**config.mk**
```make
export PLATFORM = sky130hd
export DESIGN_NAME = cc_opt_delay_multi_sm
export DESIGN_NICKNAME = d
export VERILOG_FILES = /design/src/rtl/cc_opt_pkg.sv /design/src/rtl/cc_opt_timeout_ctr.sv /design/src/rtl/cc_opt_delay_multi_sm.sv
export SDC_FILE = /design/constraint.sdc
export NUM_CORES = 1
export LEC_CHECK = 0
export CAP_MARGIN = 25
export CORE_MARGIN = 2
export CORE_UTILIZATION = 49
export DETAILED_ROUTE_END_ITERATION = 7
export MAX_ROUTING_LAYER = met4
export PLACE_DENSITY = 0.8
export SYNTH_ARGS = -nofsm -noshare
export SYNTH_HDL_FRONTEND = slang
export SYNTH_SLANG_ARGS = --single-unit
```
**constraint.sdc**
```tcl
create_clock -name clk -period 2.5 [get_ports clk]
set_input_delay 0.625 -clock clk [delete_from_list [all_inputs] [get_ports clk]]
set_output_delay 0.625 -clock clk [all_outputs]
set_load 0.03 [all_outputs]
```
**src/rtl/cc_opt_pkg.sv**
```systemverilog
// Shared constants and types for the CC_OPT_DELAY multi-channel handler.
package cc_opt_pkg;

  localparam logic [4:0] CC_OPT_DELAY = 5'd10;

  localparam logic [3:0] ST_IDLE      = 4'd0;
  localparam logic [3:0] ST_LATCH     = 4'd1;
  localparam logic [3:0] ST_START_OPT = 4'd2;
  localparam logic [3:0] ST_WAIT_OPT  = 4'd3;
  localparam logic [3:0] ST_NEXT_CHAN = 4'd4;
  localparam logic [3:0] ST_ECHO_CSN  = 4'd5;
  localparam logic [3:0] ST_ECHO_CC   = 4'd6;
  localparam logic [3:0] ST_XMIT_DATA = 4'd7;
  localparam logic [3:0] ST_DONE      = 4'd8;

  typedef enum logic [3:0] {
    S_IDLE      = ST_IDLE,
    S_LATCH     = ST_LATCH,
    S_START_OPT = ST_START_OPT,
    S_WAIT_OPT  = ST_WAIT_OPT,
    S_NEXT_CHAN = ST_NEXT_CHAN,
    S_ECHO_CSN  = ST_ECHO_CSN,
    S_ECHO_CC   = ST_ECHO_CC,
    S_XMIT_DATA = ST_XMIT_DATA,
    S_DONE      = ST_DONE
  } cc_opt_state_e;

  localparam int CHAN_FIELD_LSB = 8;
  localparam int TMO_FIELD_LSB  = 16;

endpackage

```
**src/rtl/cc_opt_timeout_ctr.sv**
```systemverilog
// Per-channel optimizer timeout counter; only built when CC_OPT_TIMEOUT_EN is defined.
`ifdef CC_OPT_TIMEOUT_EN
module cc_opt_timeout_ctr #(
  parameter int W = 16
) (
  input  logic clk_i,
  input  logic rst_ni,
  input  logic clr_i,
  input  logic en_i,
  output logic tc_o
);

  localparam logic [W-1:0] ALL_ONES = '1;
  // tc is raised during the (2^W - 1)-th enabled cycle after a clear
  localparam logic [W-1:0] TC_VAL   = ALL_ONES - W'(1);

  logic [W-1:0] cnt_q, cnt_d;

  // next count: clear wins, then saturating increment
  always_comb begin
    cnt_d = cnt_q;
    if (clr_i) begin
      cnt_d = '0;
    end else if (en_i && (cnt_q != TC_VAL)) begin
      cnt_d = cnt_q + W'(1);
    end else begin
      cnt_d = cnt_q;
    end
  end

  // count register
  always_ff @(posedge clk_i or negedge rst_ni) begin
    if (!rst_ni) begin
      cnt_q <= '0;
    end else begin
      cnt_q <= cnt_d;
    end
  end

  assign tc_o = en_i && (cnt_q == TC_VAL);

endmodule
`endif

```
**src/rtl/cc_opt_delay_multi_sm.sv**
```systemverilog
// CC_OPT_DELAY handler: optimizes each masked channel in turn, then streams CSN, CC and results.
// Optional per-channel timeout enabled by defining CC_OPT_TIMEOUT_EN.
module cc_opt_delay_multi_sm
  import cc_opt_pkg::*;
#(
  parameter int NUM_CHAN  = 4,
  parameter int DELAY_W   = 5,
  parameter int DATA_W    = 32,
  parameter int TIMEOUT_W = 16
) (
  input  logic                    clk,
  input  logic                    reset_n,
  input  logic                    run_sm,
  input  logic [NUM_CHAN-1:0]     chan_mask,
  output logic                    sm_running,
  output logic                    sm_done,
  output logic                    tx_tvalid,
  output logic                    tx_tlast,
  input  logic                    tx_tready,
  output logic                    send_csn,
  output logic                    send_cmd,
  output logic                    send_inv_cmd,
  output logic                    send_data,
  output logic [DATA_W-1:0]       tx_data,
  output logic [((NUM_CHAN > 1) ? $clog2(NUM_CHAN) : 1)-1:0] opt_chan,
  output logic                    start_opt,
  input  logic                    opt_done,
  input  logic                    opt_fail,
  input  logic [DELAY_W-1:0]      opt_delay
);

  localparam int CHW = (NUM_CHAN > 1) ? $clog2(NUM_CHAN) : 1;

  cc_opt_state_e       state_q, state_d;
  logic [NUM_CHAN-1:0] mask_q, mask_d;
  logic [NUM_CHAN-1:0] fail_q, fail_d;
  logic [NUM_CHAN-1:0] tmo_q, tmo_d;
  logic [CHW-1:0]      chan_q, chan_d;
  logic [DELAY_W-1:0]  result_q [NUM_CHAN];
  logic [DELAY_W-1:0]  result_d [NUM_CHAN];
  logic                err_q, err_d;
  logic [CHW:0]        latch_first_s, first_s, next_s;
  logic                tmo_tc_s;

  // {found, index} of the lowest set bit of m at or above position from
  function automatic logic [CHW:0] next_bit(input logic [NUM_CHAN-1:0] m, input int from);
    logic [CHW:0] r;
    r = '0;
    for (int i = NUM_CHAN - 1; i >= 0; i--) begin
      if (m[i] && (i >= from)) begin
        r = {1'b1, CHW'(i)};
      end else begin
        r = r;
      end
    end
    return r;
  endfunction

  assign latch_first_s = next_bit(chan_mask, 0);
  assign first_s       = next_bit(mask_q, 0);
  assign next_s        = next_bit(mask_q, int'(chan_q) + 1);

`ifdef CC_OPT_TIMEOUT_EN
  cc_opt_timeout_ctr #(.W(TIMEOUT_W)) u_tmo_ctr (
    .clk_i  (clk),
    .rst_ni (reset_n),
    .clr_i  (state_q == S_START_OPT),
    .en_i   (state_q == S_WAIT_OPT),
    .tc_o   (tmo_tc_s)
  );
`else
  // no counter: WAIT_OPT only leaves on opt_done
  assign tmo_tc_s = (TIMEOUT_W < 1);
`endif

  // next-state and register updates
  always_comb begin
    state_d  = state_q;
    mask_d   = mask_q;
    fail_d   = fail_q;
    tmo_d    = tmo_q;
    chan_d   = chan_q;
    result_d = result_q;
    err_d    = err_q;
    case (state_q)
      S_IDLE: begin
        fail_d = '0;
        tmo_d  = '0;
        err_d  = 1'b0;
        for (int i = 0; i < NUM_CHAN; i++) result_d[i] = '0;
        state_d = run_sm ? S_LATCH : S_IDLE;
      end
      S_LATCH: begin
        mask_d = chan_mask;
        if (!latch_first_s[CHW]) begin
          err_d   = 1'b1;
          state_d = S_ECHO_CSN;
        end else begin
          chan_d  = latch_first_s[CHW-1:0];
          state_d = S_START_OPT;
        end
      end
      S_START_OPT: state_d = S_WAIT_OPT;
      S_WAIT_OPT: begin
        // opt_done takes priority over a coincident timeout
        if (opt_done) begin
          result_d[chan_q] = opt_delay;
          if (opt_fail) fail_d[chan_q] = 1'b1;
          else          fail_d[chan_q] = fail_q[chan_q];
          state_d = S_NEXT_CHAN;
        end else if (tmo_tc_s) begin
          fail_d[chan_q] = 1'b1;
          tmo_d[chan_q]  = 1'b1;
          state_d = S_NEXT_CHAN;
        end else begin
          state_d = S_WAIT_OPT;
        end
      end
      S_NEXT_CHAN: begin
        err_d = (mask_q == '0) | (|fail_q);
        if (next_s[CHW]) begin
          chan_d  = next_s[CHW-1:0];
          state_d = S_START_OPT;
        end else begin
          state_d = S_ECHO_CSN;
        end
      end
      S_ECHO_CSN: state_d = tx_tready ? S_ECHO_CC : S_ECHO_CSN;
      S_ECHO_CC: begin
        if (tx_tready) begin
          // the data phase walks the mask again from its lowest channel
          if (!err_q && first_s[CHW]) chan_d = first_s[CHW-1:0];
          else                        chan_d = chan_q;
          state_d = S_XMIT_DATA;
        end else begin
          state_d = S_ECHO_CC;
        end
      end
      S_XMIT_DATA: begin
        if (tx_tready) begin
          if (err_q || !next_s[CHW]) begin
            state_d = S_DONE;
          end else begin
            chan_d  = next_s[CHW-1:0];
            state_d = S_XMIT_DATA;
          end
        end else begin
          state_d = S_XMIT_DATA;
        end
      end
      S_DONE:  state_d = S_IDLE;
      default: state_d = S_IDLE;
    endcase
    if (!run_sm) state_d = S_IDLE;
    else         state_d = state_d;
  end

  // state and datapath registers
  always_ff @(posedge clk or negedge reset_n) begin
    if (!reset_n) begin
      state_q <= S_IDLE;
      mask_q  <= '0;
      fail_q  <= '0;
      tmo_q   <= '0;
      chan_q  <= '0;
      err_q   <= 1'b0;
      for (int i = 0; i < NUM_CHAN; i++) result_q[i] <= '0;
    end else begin
      state_q  <= state_d;
      mask_q   <= mask_d;
      fail_q   <= fail_d;
      tmo_q    <= tmo_d;
      chan_q   <= chan_d;
      err_q    <= err_d;
      result_q <= result_d;
    end
  end

  // Moore outputs; start_opt and tvalid also gated by run_sm so an abort drops them at once
  always_comb begin
    sm_done      = 1'b0;
    tx_tvalid    = 1'b0;
    tx_tlast     = 1'b0;
    send_csn     = 1'b0;
    send_cmd     = 1'b0;
    send_inv_cmd = 1'b0;
    send_data    = 1'b0;
    tx_data      = '0;
    start_opt    = 1'b0;
    sm_running   = (state_q != S_IDLE);
    case (state_q)
      S_START_OPT: start_opt = run_sm;
      S_ECHO_CSN: begin
        send_csn  = 1'b1;
        tx_tvalid = run_sm;
      end
      S_ECHO_CC: begin
        send_cmd     = !err_q;
        send_inv_cmd = err_q;
        tx_tvalid    = run_sm;
      end
      S_XMIT_DATA: begin
        send_data = 1'b1;
        tx_tvalid = run_sm;
        tx_tlast  = err_q | !next_s[CHW];
        if (err_q) begin
          tx_data[NUM_CHAN-1:0]               = fail_q;
          tx_data[TMO_FIELD_LSB +: NUM_CHAN]  = tmo_q;
        end else begin
          tx_data[DELAY_W-1:0]                = result_q[chan_q];
          tx_data[CHAN_FIELD_LSB +: 8]        = 8'(chan_q);
        end
      end
      S_DONE:  sm_done = 1'b1;
      default: sm_done = 1'b0;
    endcase
  end

  assign opt_chan = chan_q;

endmodule

```
**Word level (Yosys, flattened, before mapping)**

Index checks and enable logic that the tools add are counted.

- Bitwise gates (word level): 4
- Eq/ne operators: 16
- Multiplexer cells: 59
- Reductions and logical operators: 21
- Add/sub/neg operators: 1
- Order comparisons: 8

Operators with widths:

| cell | count |
|---|---|
| 3-bit two-way mux | 15 |
| 20-bit one-hot mux with 2 select lines | 1 |
| 4-bit one-hot mux with 8 select lines | 1 |
| 4-bit two-way mux | 6 |
| 20-bit bitwise mux | 1 |
| 20-bit two-way mux | 1 |
| 5-bit two-way mux | 4 |
| 2-bit two-way mux | 9 |
| 4-bit by 3-bit equality test with 1-bit output, second input constant | 4 |
| 2-bit inequality test, second input constant | 8 |
| 1-bit two-way mux | 13 |
| 5-bit binary-select mux with 2-bit select | 1 |
| 5-bit demux with 2-bit select | 1 |
| 4-bit by 2-bit equality test with 1-bit output, second input constant | 2 |
| 4-bit zero test | 2 |
| 2-bit one-hot mux with 4 select lines | 1 |
| 4-bit one-hot mux with 2 select lines | 1 |
| 4-bit nonzero test | 2 |
| 1-bit logical AND | 7 |
| 7-bit AND reduction | 1 |
| 1-bit by 3-bit greater-or-equal comparator with 1-bit output, first input constant | 2 |
| 2-bit by 3-bit greater-or-equal comparator with 1-bit output, first input constant | 2 |
| 4-bit bitwise mux | 1 |
| 4-bit by 1-bit equality test with 1-bit output, second input constant | 1 |
| 19 further kinds | 22 |

- Bits in registers: 35
- Bits of input ports: 15
- Output and inout port bits: 43
- Word-level logic and storage cells: 118

**Depth between registers and ports, before layout**

- Depth after elaboration: 13
- Depth in mapped cells: 6

**Least setup slack after synthesis**

OpenSTA, ideal clock, no wires.

- Kind: register to output
- Start: register chan_q[1] (netlist: opt_chan[1])
- End: output port tx_data[4]
- Cell stages (with the launch flop): 4
- Data arrival time: 1781 ps
- Path slack: 94 ps
- Cells stage by stage: dfrtp_1 buf_2 mux4_2 nor3b_1

- Word-level cells in the longest chain between the ends: 6

RTL lines:

| what | RTL line | RTL |
|---|---|---|
| start: declaration | cc_opt_delay_multi_sm.sv:38 | `logic [CHW-1:0] chan_q, chan_d;` |
| start signal: assignment | cc_opt_delay_multi_sm.sv:173 | `chan_q <= chan_d;` |
| 2-bit NOT with 3-bit output (implied by the code) | cc_opt_delay_multi_sm.sv:210 | `tx_data[DELAY_W-1:0] = result_q[chan_q];` |
| 5-bit binary-select mux with 2-bit select | cc_opt_delay_multi_sm.sv:210 |  |
| 5-bit two-way mux (implied by the code) (2 in a row) | cc_opt_delay_multi_sm.sv:210 |  |
| 1-bit two-way mux | cc_opt_delay_multi_sm.sv:206 | `if (err_q) begin` |
| 5-bit two-way mux | cc_opt_delay_multi_sm.sv:191 | `case (state_q)` |
| end: declaration | cc_opt_delay_multi_sm.sv:24 | `output logic [DATA_W-1:0] tx_data,` |

Every way passes these cells. The select of a mux whose other input is x is not followed.

**Final worst setup path**

- Start: register mask_q[3]
- End: output port tx_tlast

- Word-level cells in the longest chain between the ends: 8

RTL lines:

| what | RTL line | RTL |
|---|---|---|
| start: declaration | cc_opt_delay_multi_sm.sv:35 | `logic [NUM_CHAN-1:0] mask_q, mask_d;` |
| start signal: assignment | cc_opt_delay_multi_sm.sv:170 | `mask_q <= mask_d;` |
| 1-bit logical AND | cc_opt_delay_multi_sm.sv:50 | `if (m[i] && (i >= from)) begin` |
| 3-bit two-way mux (4 in a row) | cc_opt_delay_multi_sm.sv:50 |  |
| 1-bit zero test | cc_opt_delay_multi_sm.sv:205 | `tx_tlast = err_q \| !next_s[CHW];` |
| 1-bit bitwise OR | cc_opt_delay_multi_sm.sv:205 |  |
| 1-bit two-way mux | cc_opt_delay_multi_sm.sv:191 |  |
| end: declaration | cc_opt_delay_multi_sm.sv:18 | `output logic tx_tlast,` |

Every way passes these cells.

==> impl_results.md <==
* Static leakage at 1.27 nW
* Hold Path Class: reg -> reg
* Synth Area in Simple Gates at 19.1%
* Hold EP: result_q[2]
* DP HPWL at 3900 um
* Synth Area in Adders at 0%
* Die H at 71.4 um
* Vias after detailed routing at 1,862
* Reg-to-reg critical path startpoint: state_q[1]
* H-tree depth at 2
* Critical path peak fanout at 7
* Number of port buffers at 32
* Synth warn at 0
* TritonRoute pass-1 iters at 4
* Data arrival, critical path at 1.85 ns
* Std cell rows at 24
* Mux contribution to synthesized area at 10.0%
* Comb pwr share at 39.4%
* CTS tree: yes
* Drt via density at 5.78
* Worst-path cell chain: o21ai_0 > a21oi_1 > nor2_1 > buf_4
* Post-synthesis xor/xnor area fraction at 0%
* Worst path slowest cell: o21ai_0
* Final Hold Vio Count at 0
* Clock tree buffer depth at 2
* R2R cell count at 6
* PwrDens at 761 nW/um^2
* Largest net degree at the start of global routing at 36
* WHS Path Cells at 1
* Crit path time final at 2.47 ns
* Diodes inserted at 0
* Final setup fails at 0
* Synth area leader: dfrtp_1
* Flop-to-flop setup slack at 0.51 ns
* Global-route track usage on met2 at 34.8%
* Tot GR Track Use at 23.8%
* Syn avg cell area at 9.98 sq um
* Slew Limit Headroom at 50.9%
* RSZ-0062 raised after global routing: false
* Yosys reg bits at 35
* Max IR drop VDD at 577 uV
* Number of global-route vias before repair at 1,813
* Max-cap violations at 0
* Setup Crit Path Kind: reg -> out
* Switching part of the total at 38.2%
* GP Congestion at 0.924
* Synth top cells by count: dfrtp_1, buf_4, a22o_1
* Most Used Layer, Global Route: met2
* Worst Skew at 0.00199 ns
* Internal Pwr Total at 1.27 mW
* Highest clock rate at 404 MHz
* Post-route ant nets at 0
* Final Max Slew Viols at 0
* Psw at 787 uW
* Hold Startpoint: result_q[2]
* WL/cell at 17.0 um
* Worst-Skew Late Latency at 0.30 ns
* Most common cell in the netlist: dfrtp_1
* Top-area cell type share of the netlist area at 39.4%
* Clock power share at 24.9%
* Met1 usage at 33.4%
* M3 GR Usage at 4.92%
* Total die area at 5100 sq um
* Share of layout cells above drive strength 1 at 22.6%
* Least-Margin Pin Slew at 0.728 ns
* Setup TNS at 0 ns
* Global-route wire length before repair at 9040 um
* Utilization after layout at 62.2%
* Post-synth EDFFs at 0
* WL final at 5480 um
* Residual DRC at 0
* Post-synth top flop: dfrtp_1
* Initial antenna violation count at 0
* GRT Residual Overflow at 0
* TritonCTS Buffers at 5
* Synth Area in Compound Gates at 19.9%
* Clock slew at reported path FFs at 0.07 ns
* Syn Inst Count at 223
* RR Endpoint: opt_chan[0]
* Sequential share of the synthesized area at 39.4%
* Sink Count at 35
* CORE AREA at 4350 sq um
* Die W at 71.4 um
* Synthesized area at 2220 sq um
* Slowest cell delay on critical path at 0.49 ns
* DRT iter0 DRCs at 181
* Initial Util at 51.1%
* Largest family of logic cells by synthesized area: compound AO/OA/AOI/OAI gates
* Reg power frac at 35.7%
* Final period util at 98.9%
* CP required at 1.88 ns
* CP Launch Type: register
* Area growth syn-to-layout at 21.7%
* Final net count at 284
* Critical path endpoint category: output pin
* Postcts setup bufs at 0
* Synth async-reset ratio at 100%
* Root Buffer Master: clkbuf_8
* IO Pins at 58
* Main area contributors after synthesis: dfrtp_1, buf_4, a22o_1
* Synth unique cells at 46
* Outcome: finished clean
layout by cell type (no fill, tap or decap), types with 2 or more instances in the layout:
master,netlist,layout
a21o_1,4,4
a21oi_1,8,8
a22o_1,20,20
a31oi_1,6,6
a41oi_1,2,2
and2_1,3,3
and3_1,2,2
buf_4,26,28
clkbuf_8,0,5
clkdlybuf4s50_1,0,16
conb_1,1,25
dfrtp_1,35,34
dlygate4sd2_1,0,5
inv_1,6,6
mux2_2,4,4
mux2i_1,5,5
mux4_2,5,5
nand2_1,11,11
nand2b_1,7,7
nand3_1,2,2
nand3b_1,2,2
nor2_1,17,17
nor2_4,3,3
nor2b_1,5,5
nor3_1,6,5
nor4_1,3,3
o21ai_0,10,10
how the worst max path moves through the flow:
stage                            from          to  slack [ns]
after floorplan           opt_chan[1]  tx_data[4]        0.09
after global placement     state_q[1]  sm_running        0.11
after detailed placement   state_q[1]  sm_running        0.12
after CTS                  state_q[3]  tx_data[4]        0.01
after global routing       state_q[3]  tx_data[4]       0.001
final                       mask_q[3]    tx_tlast        0.03
metrics by stage:
stage / setup WS, ns / area, sq um / instances / hold slack (ns) / total power, mW
final: 0.0266 / 2710 / 322 / 0.500 / 2.06
after CTS: 0.0120 / 2690 / 322 / 0.502 / 2.03
after global routing: 0.00118 / 2710 / 322 / 0.518 / 2.16
after global placement: 0.112 / 2570 / 314 / 0.477 / 1.50
after floorplan: 0.0942 / 2310 / 247 / 0.329 / 1.28
after detailed placement: 0.118 / 2570 / 314 / 0.478 / 1.50
power by group through the flow:
stage / Sequential (mW) / Combinational [mW] / Clock (mW)
2_1_floorplan: 0.742 / 0.541 / 0
6_report: 0.735 / 0.811 / 0.513
5_1_grt: 0.744 / 0.870 / 0.546
4_1_cts: 0.725 / 0.785 / 0.518
3_3_place_gp: 0.733 / 0.767 / 0
3_5_place_dp: 0.733 / 0.772 / 0
repair_timing:
action | CTS | global route
setup endpoints to repair | 7 | 4
gates cloned | 0 | 0
gates resized for setup | 7 | 5
hold buffers | 0 | 0
endpoints found under the hold margin | 0 | 0
registers in the layout, indices dropped and copies added (netlist names):
name,cells
result_q,20
fail_q,4
mask_q,4
state_q,4
opt_chan,2
err_q,1
critical path, delay by kind of cell (launching register included):
family	cells	cell delay, ns
AND/OR/NAND/NOR	1	0.23
buffers and inverters	1	0.21
flip-flops	1	0.45
AO/OA/AOI/OAI	2	0.67
logic make-up after synthesis:
group / Yosys count
DFF: 35
muxes: 15
AOI/OAI and AO/OA: 60
and+or+nand+nor: 71
other: 1
buffers and inverters: 41
metal layers:
| layer | part of all wire, % | routed length (um) |
|---|---|---|
| met4 | 2.1 | 116 |
| met2 | 47 | 2560 |
| met3 | 7.0 | 383 |
| met5 | 0 | 0 |
| met1 | 44 | 2420 |
final cells by class:
cell class | count | area (sq um)
Multi-Input combinational cell | 171 | 1200
Clock buffer | 5 | 68.8
Clock inverter | 3 | 43.8
Tap cell | 52 | 65.1
Fill cell | 351 | 1650
Timing Repair Buffer | 50 | 434
Sequential cell | 35 | 877
Inverter | 6 | 22.5
Power figures use the tool's default switching activity.
